[config.mk]
export PLATFORM = sky130hd
export DESIGN_NAME = spi_reg_controller_flat
export DESIGN_NICKNAME = d
export VERILOG_FILES = /design/src/rtl/spi_reg_controller_if.sv /design/src/rtl/spi_reg_controller.sv /design/src/flat_wrapper.sv
export SDC_FILE = /design/constraint.sdc
export NUM_CORES = 1
export LEC_CHECK = 0
export BUFFER_PORTS_ARGS = -buffer_cell sky130_fd_sc_hd__buf_2
export CAP_MARGIN = 20
export CORE_ASPECT_RATIO = 2
export CORE_MARGIN = 1
export CORE_UTILIZATION = 36
export CTS_CLUSTER_DIAMETER = 150
export DETAILED_ROUTE_END_ITERATION = 12
export GPL_ROUTABILITY_DRIVEN = 0
export PLACE_DENSITY = 0.56
export SLEW_MARGIN = 20
export SYNTH_ARGS = -nofsm -noshare
export SYNTH_HDL_FRONTEND = slang
export SYNTH_SLANG_ARGS = --single-unit
[constraint.sdc]
create_clock -name clk -period 4.8 [get_ports clk]
set_input_delay 0.96 -clock clk [delete_from_list [all_inputs] [get_ports clk]]
set_output_delay 0.96 -clock clk [all_outputs]
set_load 0.005 [all_outputs]
[src/rtl/spi_reg_controller_if.sv]
// Host-side request/response bundle for the SPI register controller.
// master = host issuing requests, slave = the controller serving them.
interface spi_reg_controller_if #(
   parameter int REG_WIDTH  = 8,
   parameter int ADDR_WIDTH = 3
);
   logic                  start;
   logic                  rw;
   logic [ADDR_WIDTH-1:0] addr;
   logic [REG_WIDTH-1:0]  wdata;
   logic [1:0]            spi_mode;
   logic                  ready;
   logic                  done;
   logic [REG_WIDTH-1:0]  rdata;

   modport master (
      output start, rw, addr, wdata, spi_mode,
      input  ready, done, rdata
   );

   modport slave (
      input  start, rw, addr, wdata, spi_mode,
      output ready, done, rdata
   );
endinterface

[src/rtl/spi_reg_controller.sv]
// SPI master: one cs-framed {cmd,data} transfer per request; done at 1+(2N+1)*CLK_DIV+CS_GAP cycles
// after accept. No queueing: start is ignored while busy; ena low freezes everything.
module spi_reg_controller #(
   parameter int REG_WIDTH  = 8,
   parameter int ADDR_WIDTH = 3,
   parameter int CLK_DIV    = 4,
   parameter int CS_GAP     = 2
) (
   input  logic                 clk,
   input  logic                 rst,
   input  logic                 ena,
   spi_reg_controller_if.slave  req,
   output logic                 spi_cs_n,
   output logic                 spi_clk,
   output logic                 spi_mosi,
   input  logic                 spi_miso
);
   localparam int N       = 8 + REG_WIDTH;
   localparam int EDGES   = 2 * N;
   localparam int CNT_MAX = (CLK_DIV > CS_GAP) ? CLK_DIV : CS_GAP;
   localparam int CNT_W   = $clog2(CNT_MAX + 1);
   localparam int EDGE_W  = $clog2(EDGES + 1);

   typedef enum logic [2:0] {IDLE, SETUP, SHIFT, HOLD, GAP, DONE} state_t;

   state_t               state_q, state_d;
   logic [CNT_W-1:0]     cnt_q, cnt_d;
   logic [EDGE_W-1:0]    edge_cnt_q, edge_cnt_d;
   logic [N-1:0]         sh_q, sh_d;
   logic [REG_WIDTH-1:0] rx_q, rx_d;
   logic [REG_WIDTH-1:0] rdata_q, rdata_d;
   logic                 cpha_q, cpha_d;
   logic                 cs_n_q, cs_n_d;
   logic                 sclk_q, sclk_d;
   logic                 mosi_q, mosi_d;
   logic                 ready_q, ready_d;
   logic                 done_q, done_d;

   logic [7:0]           cmd;
   logic [N-1:0]         frame;
   logic [REG_WIDTH:0]   rx_ext;
   logic                 odd_edge, last_edge, sample_now, update_now, div_wrap;

   always_comb begin
      cmd        = 8'(req.addr);
      cmd[7]     = req.rw;
      frame      = {cmd, req.rw ? req.wdata : {REG_WIDTH{1'b0}}};
      rx_ext     = {rx_q, spi_miso};
      // edge_cnt_q counts edges already issued, so the upcoming edge is odd when it is even
      odd_edge   = ~edge_cnt_q[0];
      last_edge  = (edge_cnt_q == EDGE_W'(EDGES - 1));
      sample_now = cpha_q ? ~odd_edge : odd_edge;
      update_now = cpha_q ? odd_edge : (~odd_edge & ~last_edge);
      div_wrap   = (cnt_q == CNT_W'(CLK_DIV - 1));

      state_d    = state_q;
      cnt_d      = cnt_q;
      edge_cnt_d = edge_cnt_q;
      sh_d       = sh_q;
      rx_d       = rx_q;
      rdata_d    = rdata_q;
      cpha_d     = cpha_q;
      cs_n_d     = cs_n_q;
      sclk_d     = sclk_q;
      mosi_d     = mosi_q;
      ready_d    = ready_q;
      done_d     = 1'b0;

      case (state_q)
         IDLE: begin
            sclk_d = req.spi_mode[1];
            mosi_d = 1'b0;
            if (req.start) begin
               state_d    = SETUP;
               ready_d    = 1'b0;
               cs_n_d     = 1'b0;
               cnt_d      = '0;
               edge_cnt_d = '0;
               cpha_d     = req.spi_mode[0];
               if (req.spi_mode[0]) begin
                  sh_d = frame;
               end else begin
                  mosi_d = frame[N-1];
                  sh_d   = frame << 1;
               end
            end
         end
         SETUP, SHIFT: begin
            if (div_wrap) begin
               cnt_d      = '0;
               sclk_d     = ~sclk_q;
               edge_cnt_d = edge_cnt_q + EDGE_W'(1);
               state_d    = last_edge ? HOLD : SHIFT;
               if (sample_now) begin
                  rx_d = rx_ext[REG_WIDTH-1:0];
               end
               if (update_now) begin
                  mosi_d = sh_q[N-1];
                  sh_d   = sh_q << 1;
               end
            end else begin
               cnt_d = cnt_q + CNT_W'(1);
            end
         end
         HOLD: begin
            if (div_wrap) begin
               cnt_d   = '0;
               cs_n_d  = 1'b1;
               mosi_d  = 1'b0;
               state_d = GAP;
            end else begin
               cnt_d = cnt_q + CNT_W'(1);
            end
         end
         GAP: begin
            if (cnt_q == CNT_W'(CS_GAP - 1)) begin
               cnt_d   = '0;
               done_d  = 1'b1;
               rdata_d = rx_q;
               state_d = DONE;
            end else begin
               cnt_d = cnt_q + CNT_W'(1);
            end
         end
         DONE: begin
            ready_d = 1'b1;
            state_d = IDLE;
         end
         default: state_d = IDLE;
      endcase
   end

   always_ff @(posedge clk) begin
      if (rst) begin
         state_q    <= IDLE;
         cnt_q      <= '0;
         edge_cnt_q <= '0;
         sh_q       <= '0;
         rx_q       <= '0;
         rdata_q    <= '0;
         cpha_q     <= 1'b0;
         cs_n_q     <= 1'b1;
         sclk_q     <= 1'b0;
         mosi_q     <= 1'b0;
         ready_q    <= 1'b1;
         done_q     <= 1'b0;
      end else if (ena) begin
         state_q    <= state_d;
         cnt_q      <= cnt_d;
         edge_cnt_q <= edge_cnt_d;
         sh_q       <= sh_d;
         rx_q       <= rx_d;
         rdata_q    <= rdata_d;
         cpha_q     <= cpha_d;
         cs_n_q     <= cs_n_d;
         sclk_q     <= sclk_d;
         mosi_q     <= mosi_d;
         ready_q    <= ready_d;
         done_q     <= done_d;
      end
   end

   assign req.ready = ready_q;
   assign req.done  = done_q;
   assign req.rdata = rdata_q;
   assign spi_cs_n  = cs_n_q;
   assign spi_clk   = sclk_q;
   assign spi_mosi  = mosi_q;
endmodule

[src/flat_wrapper.sv]
// flat-port wrapper written by rule: the top's interface ports become plain ports
module spi_reg_controller_flat 
#(
   parameter int REG_WIDTH  = 8,
   parameter int ADDR_WIDTH = 3,
   parameter int CLK_DIV    = 4,
   parameter int CS_GAP     = 2
)
  (clk, rst, ena, spi_cs_n, spi_clk, spi_mosi, spi_miso, req_start, req_rw, req_addr, req_wdata, req_spi_mode, req_ready, req_done, req_rdata);
  spi_reg_controller_if #(.REG_WIDTH(REG_WIDTH), .ADDR_WIDTH(ADDR_WIDTH)) req_i ();
  input  logic clk;
  input  logic rst;
  input  logic ena;
  output logic spi_cs_n;
  output logic spi_clk;
  output logic spi_mosi;
  input  logic spi_miso;
  input wire logic [$bits(req_i.start)-1:0] req_start;
  input wire logic [$bits(req_i.rw)-1:0] req_rw;
  input wire logic [$bits(req_i.addr)-1:0] req_addr;
  input wire logic [$bits(req_i.wdata)-1:0] req_wdata;
  input wire logic [$bits(req_i.spi_mode)-1:0] req_spi_mode;
  output wire logic [$bits(req_i.ready)-1:0] req_ready;
  output wire logic [$bits(req_i.done)-1:0] req_done;
  output wire logic [$bits(req_i.rdata)-1:0] req_rdata;
  assign req_i.start = req_start;
  assign req_i.rw = req_rw;
  assign req_i.addr = req_addr;
  assign req_i.wdata = req_wdata;
  assign req_i.spi_mode = req_spi_mode;
  assign req_ready = req_i.ready;
  assign req_done = req_i.done;
  assign req_rdata = req_i.rdata;
  spi_reg_controller #(.REG_WIDTH(REG_WIDTH), .ADDR_WIDTH(ADDR_WIDTH), .CLK_DIV(CLK_DIV), .CS_GAP(CS_GAP)) u_core (.clk(clk), .rst(rst), .ena(ena), .req(req_i), .spi_cs_n(spi_cs_n), .spi_clk(spi_clk), .spi_mosi(spi_mosi), .spi_miso(spi_miso));
endmodule
==> summary.md <==
| Metric | Value |
|---|---|
| Run status | `finished, final reports clean` |
| Average cell area after synthesis | `8.80 µm²` |
| TritonCTS clock tree | `done` |
| Basic-gate share of the synthesized area counting and, or, nand and nor cells | `19.8%` |
| Clock slew at reported path FFs | `60 ps` |
| Warnings from Yosys | `0` |
| Max-slew headroom | `30.4%` |
| Number of cells traversed by the worst hold path | `2` |
| Total track usage | `17.9%` |
| Flop-to-flop setup slack | `1960 ps` |
| Number of detailed-routing iterations run before antenna repair | `4` |
| XOR/XNOR share of the synthesized area | `1.27%` |
| Hold buffer count at cts | `0` |
| RR Startpoint | `u_core.state_q[2]$_SDFFE_PP0P_` |
| Count of unique library cells instantiated by Yosys | `47` |
| Routed wire length per instance | `15.4 µm` |
| Number of cells produced by synthesis | `302` |
| Series of cell instances along the critical path | `inv_1, nand2_1, a211o_1, mux2i_1` |
| Die area | `7750 µm²` |
| Compound-Gate Fraction of Synth Area | `16.1%` |
| Final Setup Violations | `0` |
| Vias in the first global route | `2226` |
| Number of buffers added for setup after CTS | `0` |
| Root Buffer Master | `sky130_fd_sc_hd__clkbuf_16` |
| Actual slew at the worst max-slew pin | `1040 ps` |
| CP Launch Point | `u_core.state_q[2]$_SDFFE_PP0P_` |
| Post-cts sizing count | `0` |
| Clock skew | `4.16 ps` |
| CTS HTree Levels | `2` |
| Synthesis-stage register bit count | `50` |
| Fin crit period | `2840 ps` |
| Sinks on Clock Net | `50` |
| Slowest cell on the critical path | `sky130_fd_sc_hd__dfxtp_1` |
| RSZ-0062 raised after global routing | `false` |
| Final routed wirelength across all metal layers | `6320 µm` |
| Worst slack after detailed placement | `1980 ps` |
| Final core occ | `41.3%` |
| Number of synthesized flops with an enable pin | `0` |
| Max-capacitance violation count | `0` |
| Num rows | `44` |
| Width of the die | `62.7 µm` |
| Proportion of synthesized area in mux cells | `17.8%` |
| Total clock buffers created by CTS | `5` |
| Total DRC errors in the routed layout | `0` |
| Critical path fanouts, max | `29` |
| Most common cell after layout, fill and taps aside | `sky130_fd_sc_hd__dfxtp_1` |
| Initial antenna violation count | `0` |
| Proportion of synthesized chip area in sequential cells | `37.7%` |
| Static leakage | `1.15 nW` |
| Largest incremental delay on the critical path | `1010 ps` |
| CP endpoint | `u_core.sh_q[3]$_SDFFE_PP0P_` |
| Largest family of logic cells by synthesized area | `simple AND/OR/NAND/NOR gates` |
| Detailed router's first-iteration violation count | `71` |
| Endpoint of the lowest-slack register-to-register path | `u_core.sh_q[3]$_SDFFE_PP0P_` |
| Endpoint type of the worst setup path | `register` |
| Global route total overflow | `0` |
| Commonest cells after routing, fill and taps aside | `sky130_fd_sc_hd__dfxtp_1 (50), sky130_fd_sc_hd__mux2i_1 (36), sky130_fd_sc_hd__buf_2 (31)` |
| Detailed-route via count | `2236` |
| Fin nets | `341` |
| Placed cell count | `402` |
| Count of buffers from port buffering | `31` |
| Wire length of the first global-routing pass | `10900 µm` |
| Setup TNS Final | `0 ps` |
| Y dimension of the die | `123 µm` |
| Top Ports | `32` |
| Initial Utilization | `36.8%` |
| Clk_lat worst skew | `290 ps` |
| Setup WS post-layout | `1960 ps` |
| Final clock period utilization by the worst path | `59.1%` |
| Element type at the critical path start | `register` |
| Hold crit path type | `reg -> reg` |
| Power density relative to cell area | `316 nW/µm²` |
| Worst Setup Path Type | `reg -> reg` |
| Largest buffer count on any clock path | `2` |
| Mapped Nets | `326` |
| Number of inserted diodes | `0` |
| Max Clk Rate | `353 MHz` |
| Cells on worst reg2reg path | `4` |
| Netlist area before placement | `2660 µm²` |
| Area inside the core boundary | `7210 µm²` |
| Synth Area in Adders | `2.36%` |
| Count of pins over their slew limit | `0` |
| Endpoints failing hold | `0` |
| Total power | `0.000942 W` |
| Top_reg_cell synth | `sky130_fd_sc_hd__dfxtp_1` |
| Async set-or-reset flop fraction in the synthesized netlist | `0%` |
| Pin count of the biggest net entering global routing | `39` |
| Arrival time of the worst setup path | `3060 ps` |
| Number of cells in the finished layout apart from fillers | `410` |
| Layout cells sized above 1 | `17.0%` |
| IR drop worst, VDD | `288 µV` |
| Crit path required time | `5020 ps` |
| Post-DR vias/cell | `5.45` |
| Number of nets still failing antenna checks after routing | `0` |
| Post-synthesis to final-layout area growth | `12.2%` |
| HPWL after detailed placement | `4490 µm` |
area by class of cell:
type	instances	area, µm²
inverter	10	37.5
tap	92	115
clock buffer	7	143
clock inverter	1	5.00
sequential	50	1000
fill	746	4230
multi-input combinational	219	1520
timing repair buffer	31	155
worst min path at each step:
stage	slack (ps)	start	to
floorplan	440	u_core.sh_q[5]$_SDFFE_PP0P_	u_core.sh_q[5]$_SDFFE_PP0P_
global route	490	u_core.sh_q[10]$_SDFFE_PP0P_	u_core.sh_q[10]$_SDFFE_PP0P_
global placement	440	u_core.sh_q[6]$_SDFFE_PP0P_	u_core.sh_q[6]$_SDFFE_PP0P_
finish	460	u_core.sh_q[1]$_SDFFE_PP0P_	u_core.sh_q[1]$_SDFFE_PP0P_
CTS	460	u_core.sh_q[1]$_SDFFE_PP0P_	u_core.sh_q[1]$_SDFFE_PP0P_
detailed placement	450	u_core.sh_q[1]$_SDFFE_PP0P_	u_core.sh_q[1]$_SDFFE_PP0P_
cells in the mapped netlist, types with 4 or more instances:
cell type,instances,area (µm²)
sky130_fd_sc_hd__dfxtp_1,50,1000
sky130_fd_sc_hd__mux2i_1,36,360
sky130_fd_sc_hd__nand2_1,30,113
sky130_fd_sc_hd__nor2_1,23,86.3
sky130_fd_sc_hd__clkbuf_1,15,56.3
sky130_fd_sc_hd__a21oi_1,13,65.1
sky130_fd_sc_hd__o21ai_0,13,65.1
sky130_fd_sc_hd__nand3_1,12,60.1
sky130_fd_sc_hd__o211ai_1,12,90.1
sky130_fd_sc_hd__inv_1,10,37.5
sky130_fd_sc_hd__mux2_2,10,113
sky130_fd_sc_hd__a21o_1,8,60.1
sky130_fd_sc_hd__nor2b_1,8,50.1
sky130_fd_sc_hd__buf_2,7,35.0
sky130_fd_sc_hd__ha_1,5,62.6
sky130_fd_sc_hd__or4_1,4,30.0
registers in the layout, summed over array words and instances, names as in the netlist:
name,cells
u_core.req.rdata,8
u_core.state_q,3
u_core.cpha_q,1
u_core.spi_clk,1
u_core.req.done,1
u_core.req.ready,1
u_core.spi_cs_n,1
u_core.rx_q,8
u_core.cnt_q,3
u_core.edge_cnt_q,6
u_core.sh_q,16
u_core.spi_mosi,1
cells by family after synthesis:
family / Yosys count
simple gates: 102
compound gates: 63
flops: 50
buf+inv: 33
fa+ha+maj: 5
mux: 46
xor+xnor: 3
metal layers:
metal | vias to the layer above | wire length [µm] | track usage, %
met4 | 0 | 193 | 9.30
li1 | 1109 | - | -
met5 | - | 0 | 0
met2 | 34 | 3390 | 32.5
met3 | 13 | 184 | 3.04
met1 | 1080 | 2550 | 19.7
critical path, delay by kind of cell (launching register included):
kind,cells,cell delay (ps)
flops,1,1010
mux,1,250
buf+inv,1,500
compound gates,1,570
simple gates,1,430
report_power, final:
part,switching [W],internal (W)
sequential,0.0000148,0.000428
clock,0.000153,0.000207
combinational,0.0000844,0.0000554
total,0.000252,0.000691
metrics by stage:
step | instance area (µm²) | hold WS (ps)
floorplan | 2660 | 435
global placement | 2830 | 445
detailed placement | 2830 | 454
CTS | 2980 | 463
global route | 2980 | 489
finish | 2980 | 461
(Power assumes the default switching activity.)
